--- src/rtl/core_run_trace_ctrl_if.sv ---
//------------------------------------------------------------------------------
// Module : core_run_trace_ctrl_if
// Brief  : Trace FIFO readout port for the core run/trace controller.
// Rev    : 1.0
//------------------------------------------------------------------------------
`default_nettype none

interface core_run_trace_ctrl_if #(
    parameter int DATA_W = 32,
    parameter int TC_W   = 4
);
    logic              rd_en;
    logic [DATA_W-1:0] rd_data;
    logic              rd_valid;
    logic [TC_W-1:0]   trace_count;
    logic              overflow;

    modport master (
        output rd_en,
        input  rd_data,
        input  rd_valid,
        input  trace_count,
        input  overflow
    );

    modport slave (
        input  rd_en,
        output rd_data,
        output rd_valid,
        output trace_count,
        output overflow
    );
endinterface

`default_nettype wire

--- src/rtl/core_run_trace_ctrl.sv ---
//------------------------------------------------------------------------------
// Module : core_run_trace_ctrl
// Brief  : Core reset sequencer, bounded run with halt detection, trace FIFO.
// Rev    : 1.0
//------------------------------------------------------------------------------
`default_nettype none

module core_run_trace_ctrl #(
    parameter int              RESET_CYCLES = 2,
    parameter int              MAX_CYCLES   = 5,
    parameter int              TRACE_DEPTH  = 8,
    parameter int              IMM_W        = 12,
    parameter int              REG_W        = 5,
    parameter int              F3_W         = 3,
    parameter int              OP_W         = 7,
    parameter logic [OP_W-1:0] HALT_OPCODE  = 7'h73,
    parameter int              CNT_W        = 16
) (
    input  wire logic             clk,
    input  wire logic             rst,
    input  wire logic             start,
    output logic                  core_rst_n,
    input  wire logic [IMM_W-1:0] tr_imm,
    input  wire logic [REG_W-1:0] tr_rs,
    input  wire logic [REG_W-1:0] tr_rd,
    input  wire logic [F3_W-1:0]  tr_f3,
    input  wire logic [OP_W-1:0]  tr_op,
    output logic                  running,
    output logic                  done,
    output logic                  halted,
    output logic                  timeout,
    output logic [CNT_W-1:0]      cycle_count,
    core_run_trace_ctrl_if.slave  rd_if
);

    localparam int c_data_w    = IMM_W + 2*REG_W + F3_W + OP_W;
    localparam int c_addr_w    = (TRACE_DEPTH > 1) ? $clog2(TRACE_DEPTH) : 1;
    localparam int c_tc_w      = c_addr_w + 1;
    localparam int c_rst_cnt_w = (RESET_CYCLES > 1) ? $clog2(RESET_CYCLES) : 1;

    localparam logic [c_rst_cnt_w-1:0] c_rst_last = c_rst_cnt_w'(RESET_CYCLES - 1);
    localparam logic [CNT_W-1:0]       c_max_last = CNT_W'(MAX_CYCLES - 1);
    localparam logic [c_tc_w-1:0]      c_depth    = c_tc_w'(TRACE_DEPTH);

    typedef enum logic [1:0] {
        ST_IDLE  = 2'd0,
        ST_RESET = 2'd1,
        ST_RUN   = 2'd2,
        ST_DONE  = 2'd3
    } state_t;

    state_t                  r_state;
    logic [c_rst_cnt_w-1:0]  r_rst_cnt;
    logic                    r_core_rst_n;
    logic                    r_running;
    logic                    r_done;
    logic                    r_halted;
    logic                    r_timeout;
    logic [CNT_W-1:0]        r_cycle_count;

    logic [c_data_w-1:0]     r_mem [TRACE_DEPTH];
    logic [c_addr_w-1:0]     r_wr_ptr;
    logic [c_addr_w-1:0]     r_rd_ptr;
    logic [c_tc_w-1:0]       r_count;
    logic [c_data_w-1:0]     r_rd_data;
    logic                    r_rd_valid;
    logic                    r_overflow;

    logic                    w_clear;
    logic                    w_push;
    logic                    w_empty;
    logic                    w_full;
    logic                    w_pop;
    logic                    w_wr;
    logic                    w_drop;
    logic                    w_halt;
    logic                    w_last;
    logic [CNT_W-1:0]        w_cc_inc;
    logic [c_data_w-1:0]     w_entry;

    assign w_clear  = start && ((r_state == ST_IDLE) || (r_state == ST_DONE));
    assign w_push   = (r_state == ST_RUN);
    assign w_empty  = (r_count == '0);
    assign w_full   = (r_count == c_depth);
    // A start discards unread trace, so a coincident pop is suppressed.
    assign w_pop    = rd_if.rd_en && !w_empty && !w_clear;
    assign w_wr     = w_push && (!w_full || w_pop);
    assign w_drop   = w_push && w_full && !w_pop;
    assign w_halt   = (tr_op == HALT_OPCODE);
    assign w_last   = (r_cycle_count == c_max_last);
    assign w_cc_inc = (&r_cycle_count) ? r_cycle_count : r_cycle_count + 1'b1;
    assign w_entry  = {tr_imm, tr_rs, tr_rd, tr_f3, tr_op};

    always_ff @(posedge clk or negedge rst) begin
        if (!rst) begin
            r_state       <= ST_IDLE;
            r_rst_cnt     <= '0;
            r_core_rst_n  <= 1'b0;
            r_running     <= 1'b0;
            r_done        <= 1'b0;
            r_halted      <= 1'b0;
            r_timeout     <= 1'b0;
            r_cycle_count <= '0;
        end else begin
            case (r_state)
                ST_IDLE, ST_DONE: begin
                    if (start) begin
                        r_state       <= ST_RESET;
                        r_rst_cnt     <= '0;
                        r_done        <= 1'b0;
                        r_halted      <= 1'b0;
                        r_timeout     <= 1'b0;
                        r_cycle_count <= '0;
                    end
                end
                ST_RESET: begin
                    if (r_rst_cnt == c_rst_last) begin
                        r_state      <= ST_RUN;
                        r_core_rst_n <= 1'b1;
                        r_running    <= 1'b1;
                    end else begin
                        r_rst_cnt <= r_rst_cnt + 1'b1;
                    end
                end
                ST_RUN: begin
                    r_cycle_count <= w_cc_inc;
                    // Halt takes precedence over an expiring budget.
                    if (w_halt || w_last) begin
                        r_state      <= ST_DONE;
                        r_core_rst_n <= 1'b0;
                        r_running    <= 1'b0;
                        r_done       <= 1'b1;
                        r_halted     <= w_halt;
                        r_timeout    <= !w_halt;
                    end
                end
                default: begin
                    r_state <= ST_IDLE;
                end
            endcase
        end
    end

    always_ff @(posedge clk or negedge rst) begin
        if (!rst) begin
            r_wr_ptr   <= '0;
            r_rd_ptr   <= '0;
            r_count    <= '0;
            r_rd_data  <= '0;
            r_rd_valid <= 1'b0;
            r_overflow <= 1'b0;
        end else if (w_clear) begin
            r_wr_ptr   <= '0;
            r_rd_ptr   <= '0;
            r_count    <= '0;
            r_rd_valid <= 1'b0;
            r_overflow <= 1'b0;
        end else begin
            r_rd_valid <= w_pop;
            if (w_pop) begin
                r_rd_data <= r_mem[r_rd_ptr];
                r_rd_ptr  <= r_rd_ptr + 1'b1;
            end
            if (w_wr) begin
                r_wr_ptr <= r_wr_ptr + 1'b1;
            end
            if (w_drop) begin
                r_overflow <= 1'b1;
            end
            case ({w_wr, w_pop})
                2'b10:   r_count <= r_count + 1'b1;
                2'b01:   r_count <= r_count - 1'b1;
                default: r_count <= r_count;
            endcase
        end
    end

    // When full, a same-cycle pop reads the old slot before it is rewritten.
    always_ff @(posedge clk) begin
        if (w_wr) begin
            r_mem[r_wr_ptr] <= w_entry;
        end
    end

    assign core_rst_n        = r_core_rst_n;
    assign running           = r_running;
    assign done              = r_done;
    assign halted            = r_halted;
    assign timeout           = r_timeout;
    assign cycle_count       = r_cycle_count;
    assign rd_if.rd_data     = r_rd_data;
    assign rd_if.rd_valid    = r_rd_valid;
    assign rd_if.trace_count = r_count;
    assign rd_if.overflow    = r_overflow;

endmodule

`default_nettype wire

--- src/flat_wrapper.sv ---
// flat-port wrapper written by rule: the top's interface ports become plain ports
module core_run_trace_ctrl_flat 
#(
    parameter int              RESET_CYCLES = 2,
    parameter int              MAX_CYCLES   = 5,
    parameter int              TRACE_DEPTH  = 8,
    parameter int              IMM_W        = 12,
    parameter int              REG_W        = 5,
    parameter int              F3_W         = 3,
    parameter int              OP_W         = 7,
    parameter logic [OP_W-1:0] HALT_OPCODE  = 7'h73,
    parameter int              CNT_W        = 16
)
  (clk, rst, start, core_rst_n, tr_imm, tr_rs, tr_rd, tr_f3, tr_op, running, done, halted, timeout, cycle_count, rd_if_rd_en, rd_if_rd_data, rd_if_rd_valid, rd_if_trace_count, rd_if_overflow);
  core_run_trace_ctrl_if #(.DATA_W(32), .TC_W(4)) rd_if_i ();
  input  wire logic clk;
  input  wire logic rst;
  input  wire logic start;
  output logic core_rst_n;
  input  wire logic [IMM_W-1:0] tr_imm;
  input  wire logic [REG_W-1:0] tr_rs;
  input  wire logic [REG_W-1:0] tr_rd;
  input  wire logic [F3_W-1:0] tr_f3;
  input  wire logic [OP_W-1:0] tr_op;
  output logic running;
  output logic done;
  output logic halted;
  output logic timeout;
  output logic [CNT_W-1:0] cycle_count;
  input wire logic [$bits(rd_if_i.rd_en)-1:0] rd_if_rd_en;
  output wire logic [$bits(rd_if_i.rd_data)-1:0] rd_if_rd_data;
  output wire logic [$bits(rd_if_i.rd_valid)-1:0] rd_if_rd_valid;
  output wire logic [$bits(rd_if_i.trace_count)-1:0] rd_if_trace_count;
  output wire logic [$bits(rd_if_i.overflow)-1:0] rd_if_overflow;
  assign rd_if_i.rd_en = rd_if_rd_en;
  assign rd_if_rd_data = rd_if_i.rd_data;
  assign rd_if_rd_valid = rd_if_i.rd_valid;
  assign rd_if_trace_count = rd_if_i.trace_count;
  assign rd_if_overflow = rd_if_i.overflow;
  core_run_trace_ctrl #(.RESET_CYCLES(RESET_CYCLES), .MAX_CYCLES(MAX_CYCLES), .TRACE_DEPTH(TRACE_DEPTH), .IMM_W(IMM_W), .REG_W(REG_W), .F3_W(F3_W), .OP_W(OP_W), .HALT_OPCODE(HALT_OPCODE), .CNT_W(CNT_W)) u_core (.clk(clk), .rst(rst), .start(start), .core_rst_n(core_rst_n), .tr_imm(tr_imm), .tr_rs(tr_rs), .tr_rd(tr_rd), .tr_f3(tr_f3), .tr_op(tr_op), .running(running), .done(done), .halted(halted), .timeout(timeout), .cycle_count(cycle_count), .rd_if(rd_if_i));
endmodule
--- config.mk ---
export PLATFORM = sky130hd
export DESIGN_NAME = core_run_trace_ctrl_flat
export DESIGN_NICKNAME = d
export VERILOG_FILES = /design/src/rtl/core_run_trace_ctrl_if.sv /design/src/rtl/core_run_trace_ctrl.sv /design/src/flat_wrapper.sv
export SDC_FILE = /design/constraint.sdc
export NUM_CORES = 1
export LEC_CHECK = 0
export CORE_MARGIN = 5
export CORE_UTILIZATION = 50
export CTS_CLUSTER_SIZE = 12
export DETAILED_ROUTE_END_ITERATION = 8
export PLACE_DENSITY = 0.74
export SLEW_MARGIN = 30
export SYNTH_ARGS = -nofsm -noshare
export SYNTH_HDL_FRONTEND = slang
export SYNTH_SLANG_ARGS = --single-unit
--- constraint.sdc ---
create_clock -name clk -period 9.05 [get_ports clk]
set_clock_uncertainty 0.1 [all_clocks]
set_input_delay 1.81 -clock clk [delete_from_list [all_inputs] [get_ports clk]]
set_output_delay 1.81 -clock clk [all_outputs]
set_load 0.01 [all_outputs]
==> impl_results.md <==
* Leakage Power at 5.14 nW
* Hold_buf cts at 0
* Avg Cell Area, Syn at 18.0 sq um
* I/O pin cnt at 95
* Hold Violations, Final at 0
* FF-to-FF Start: u_core.r_state[0]
* Hold Path Stages at 2
* Final Power at 4.37 mW
* Placed inst area at 14,300 sq um
* Finished Cell Area at 15,300 sq um
* Global route total overflow at 0
* Num rows at 58
* Drt pass-1 iters at 5
* Crit Path Max Fanout at 17
* Post-CTS Setup Bufs at 0
* Hpwl dp at 15.5 mm
* Outcome: finished, final reports clean
* Filler cell count at 1,825
* Largest stage delay, worst path at 0.69 ns
* Clk pin slew, worst setup/hold paths at 0.06 ns
* Worst hold slack at 0.379 ns
* Final Critical Period at 4.44 ns
* Worst vdd ir at 0.187 mV
* Clk root buf: clkbuf_16
* Die Footprint at 28,800 sq um
* Register-to-register setup slack at 5.74 ns
* Longest Clk Path Bufs at 3
* Cell variety after synth at 49
* Min-delay worst type: reg -> reg
* Critical Path, Cell by Cell: clkdlybuf4s50_1, a21boi_0, o211ai_1, nor2_4, buf_16
* Total track usage at 0.178
* Global-route track usage on met3 at 0.0335
* Initial DRC count at 668
* Arr. time, crit path at 4.54 ns
* Initial antenna violation count at 2
* First-pass GRT wire length at 39.9 mm
* Setup Viol. Count Final at 0
* Worst slew pin tran at 0.967 ns
* Placer Congestion at 0.826
* Pre-CTS setup slack at 4.12 ns
* Pin count of the biggest net entering global routing at 68
* Fin cells at 1,170
* Post-route DRC at 0
* Via count at 6,794
* Routed len/inst at 21.6 um
* GRT met1 Usage at 0.247
* CP max-delay cell: a21boi_0
* Syn Nets at 753
* Die Ht at 170 um
* DP Cell Count at 1,108
* CTS tree: yes
* Fin. max-slew vios at 0
* Worst-case reg-to-reg path depth at 6
* Most common cell after layout, fill and taps aside: edfxtp_1
* GRT busiest layer: met2
* Final core occ at 0.608
* Placeable Area at 25,200 sq um
* Die W at 170 um
* RSZ-0062 raised after global routing: false
* Port bufs at 94
* Sum Neg Setup Slack at 0 ns
* Antenna cells at 0
* Final worst path period share at 0.491
* Most frequent cells in the layout: 256 x edfxtp_1, 93 x clkdlybuf4s50_1, 64 x mux4_2, 64 x dfrtp_1, 54 x nand2_1
* Main synth FF type: edfxtp_1
* Yosys Warn Count at 0
* Post-synth EDFFs at 256
* Crit path buffers/inverters at 2
* Rel. slew slack at 0.356
* RR Endpoint: u_core.r_mem[4][7]
* MaxCap Viol Count at 0
* Cts bufs inserted at 34
* Clk_lat worst skew at 0.51 ns
* Routing usage on met2 at 0.294
* Vias in the first global route at 7,115
* CP top delay family: compound AO/OA/AOI/OAI gates
* Post-CTS sizing at 0
* Synth Register Bits at 323
* Worst path required time at 9.15 ns
* Hold path start: u_core.rd_if.rd_data[6]
* ANT nets after route at 0
* Type of origin of the critical path: input pin
* Worst Hold End: u_core.rd_if.rd_data[6]
* FMAX at 225 MHz
* CTS HTree Levels at 2
* Sequential-to-total area share from yosys stat at 0.734
* Starting Density at 0.507
* Share of layout cells above drive strength 1 at 0.163
* Area Growth Syn to Fin at 20.0%
* Final WL at 25.2 mm
* Path type of the worst setup path: in -> reg
* Post-route setup slack at 4.61 ns
* Pwr dens at 285 nW/um^2
* Total area of sequential cells at 9370 sq um
* Final net count at 859
* Multi-input gate area at 3280 sq um
* Syn Inst Count at 708
* Post-synthesis async set-or-reset flop share at 0.207
* Routed vias/inst at 5.81
* Mapped Area at 12,800 sq um
* # clock sinks at 323
* CP Capture Type: register
-- worst reg2reg max path: cells and delay by family, from the launching register on --
family	cells	cell delay, ns
AOI/OAI and AO/OA	2	1.15
adders and majority gates	1	0.39
buffers and inverters	2	0.33
DFF	1	0.39
and+or+nand+nor	1	0.65
-- synthesized netlist by cell type (all sizes together) (7+ instances only) --
| cell type | instances | area share |
|---|---|---|
| nor3 | 12 | 0.0047 |
| ha | 9 | 0.0088 |
| buf | 12 | 0.0047 |
| clkbuf | 24 | 0.0072 |
| inv | 11 | 0.0032 |
| nand4 | 7 | 0.0046 |
| nand2 | 55 | 0.016 |
| edfxtp | 256 | 0.60 |
| o21ai | 37 | 0.015 |
| dfrtp | 67 | 0.13 |
| mux2i | 44 | 0.035 |
| a21oi | 12 | 0.0047 |
| nand2b | 7 | 0.0034 |
| mux4 | 64 | 0.11 |
| nand3 | 12 | 0.0047 |
| nor2 | 20 | 0.0059 |
-- how the worst max path moves through the flow --
stage                            from  slack (ns)             endpoint  cells past startpoint
final                     rd_if_rd_en        4.61   u_core.r_mem[4][7]                      5
after detailed placement  rd_if_rd_en        4.12  u_core.r_mem[7][31]                      5
after CTS                 rd_if_rd_en        4.63   u_core.r_mem[4][5]                      5
after global routing      rd_if_rd_en        4.44   u_core.r_mem[4][7]                      5
after floorplan           rd_if_rd_en        3.61   u_core.r_mem[1][0]                      4
after global placement    rd_if_rd_en        4.11  u_core.r_mem[3][17]                      4
-- layout make-up --
| cell class | count | area share |
|---|---|---|
| well taps | 330 | 0.0270 |
| clock buffers | 55 | 0.0634 |
| inverters | 11 | 0.00270 |
| multi-input cells | 338 | 0.214 |
| flip-flops and latches | 323 | 0.612 |
| clock inverters | 7 | 0.00384 |
| repair buffers | 106 | 0.0770 |
-- logic make-up (layout without fill, tap and decap cells) --
| group | count (synthesis) | after routing | share of synthesized area |
|---|---|---|---|
| flip-flops | 323 | 323 | 0.734 |
| AND/OR/NAND/NOR | 139 | 139 | 0.0549 |
| multiplexers | 109 | 109 | 0.148 |
| AO/OA/AOI/OAI | 76 | 76 | 0.0359 |
| buffers and inverters | 47 | 179 | 0.0151 |
| adder cells (fa/ha/maj) | 9 | 9 | 0.00882 |
| XOR/XNOR | 5 | 5 | 0.00343 |
-- sequential cells by signal, summed over array words and instances (netlist names) --
register	flops
u_core.r_rd_ptr	3
u_core.r_state	2
u_core.cycle_count	16
u_core.r_wr_ptr	3
u_core.core_rst_n	1
u_core.rd_if.overflow	1
u_core.rd_if.trace_count	4
u_core.timeout	1
u_core.rd_if.rd_data	32
u_core.r_mem	256
u_core.rd_if.rd_valid	1
u_core.halted	1
u_core.done	1
u_core.r_rst_cnt	1
-- power by group --
group	internal, mW	total [mW]	switching (mW)
combinational	0.580	1.16	0.581
clock	0.740	1.27	0.533
sequential	1.79	1.94	0.151
-- routing by layer --
layer  wire length [um]  vias to the layer above
met5                 11                        -
met4                510                        2
met3               1390                       43
met2              12400                      215
met1              10900                     3496
li1                   -                     3038
No activity file was read; power rests on OpenSTA's default activity.
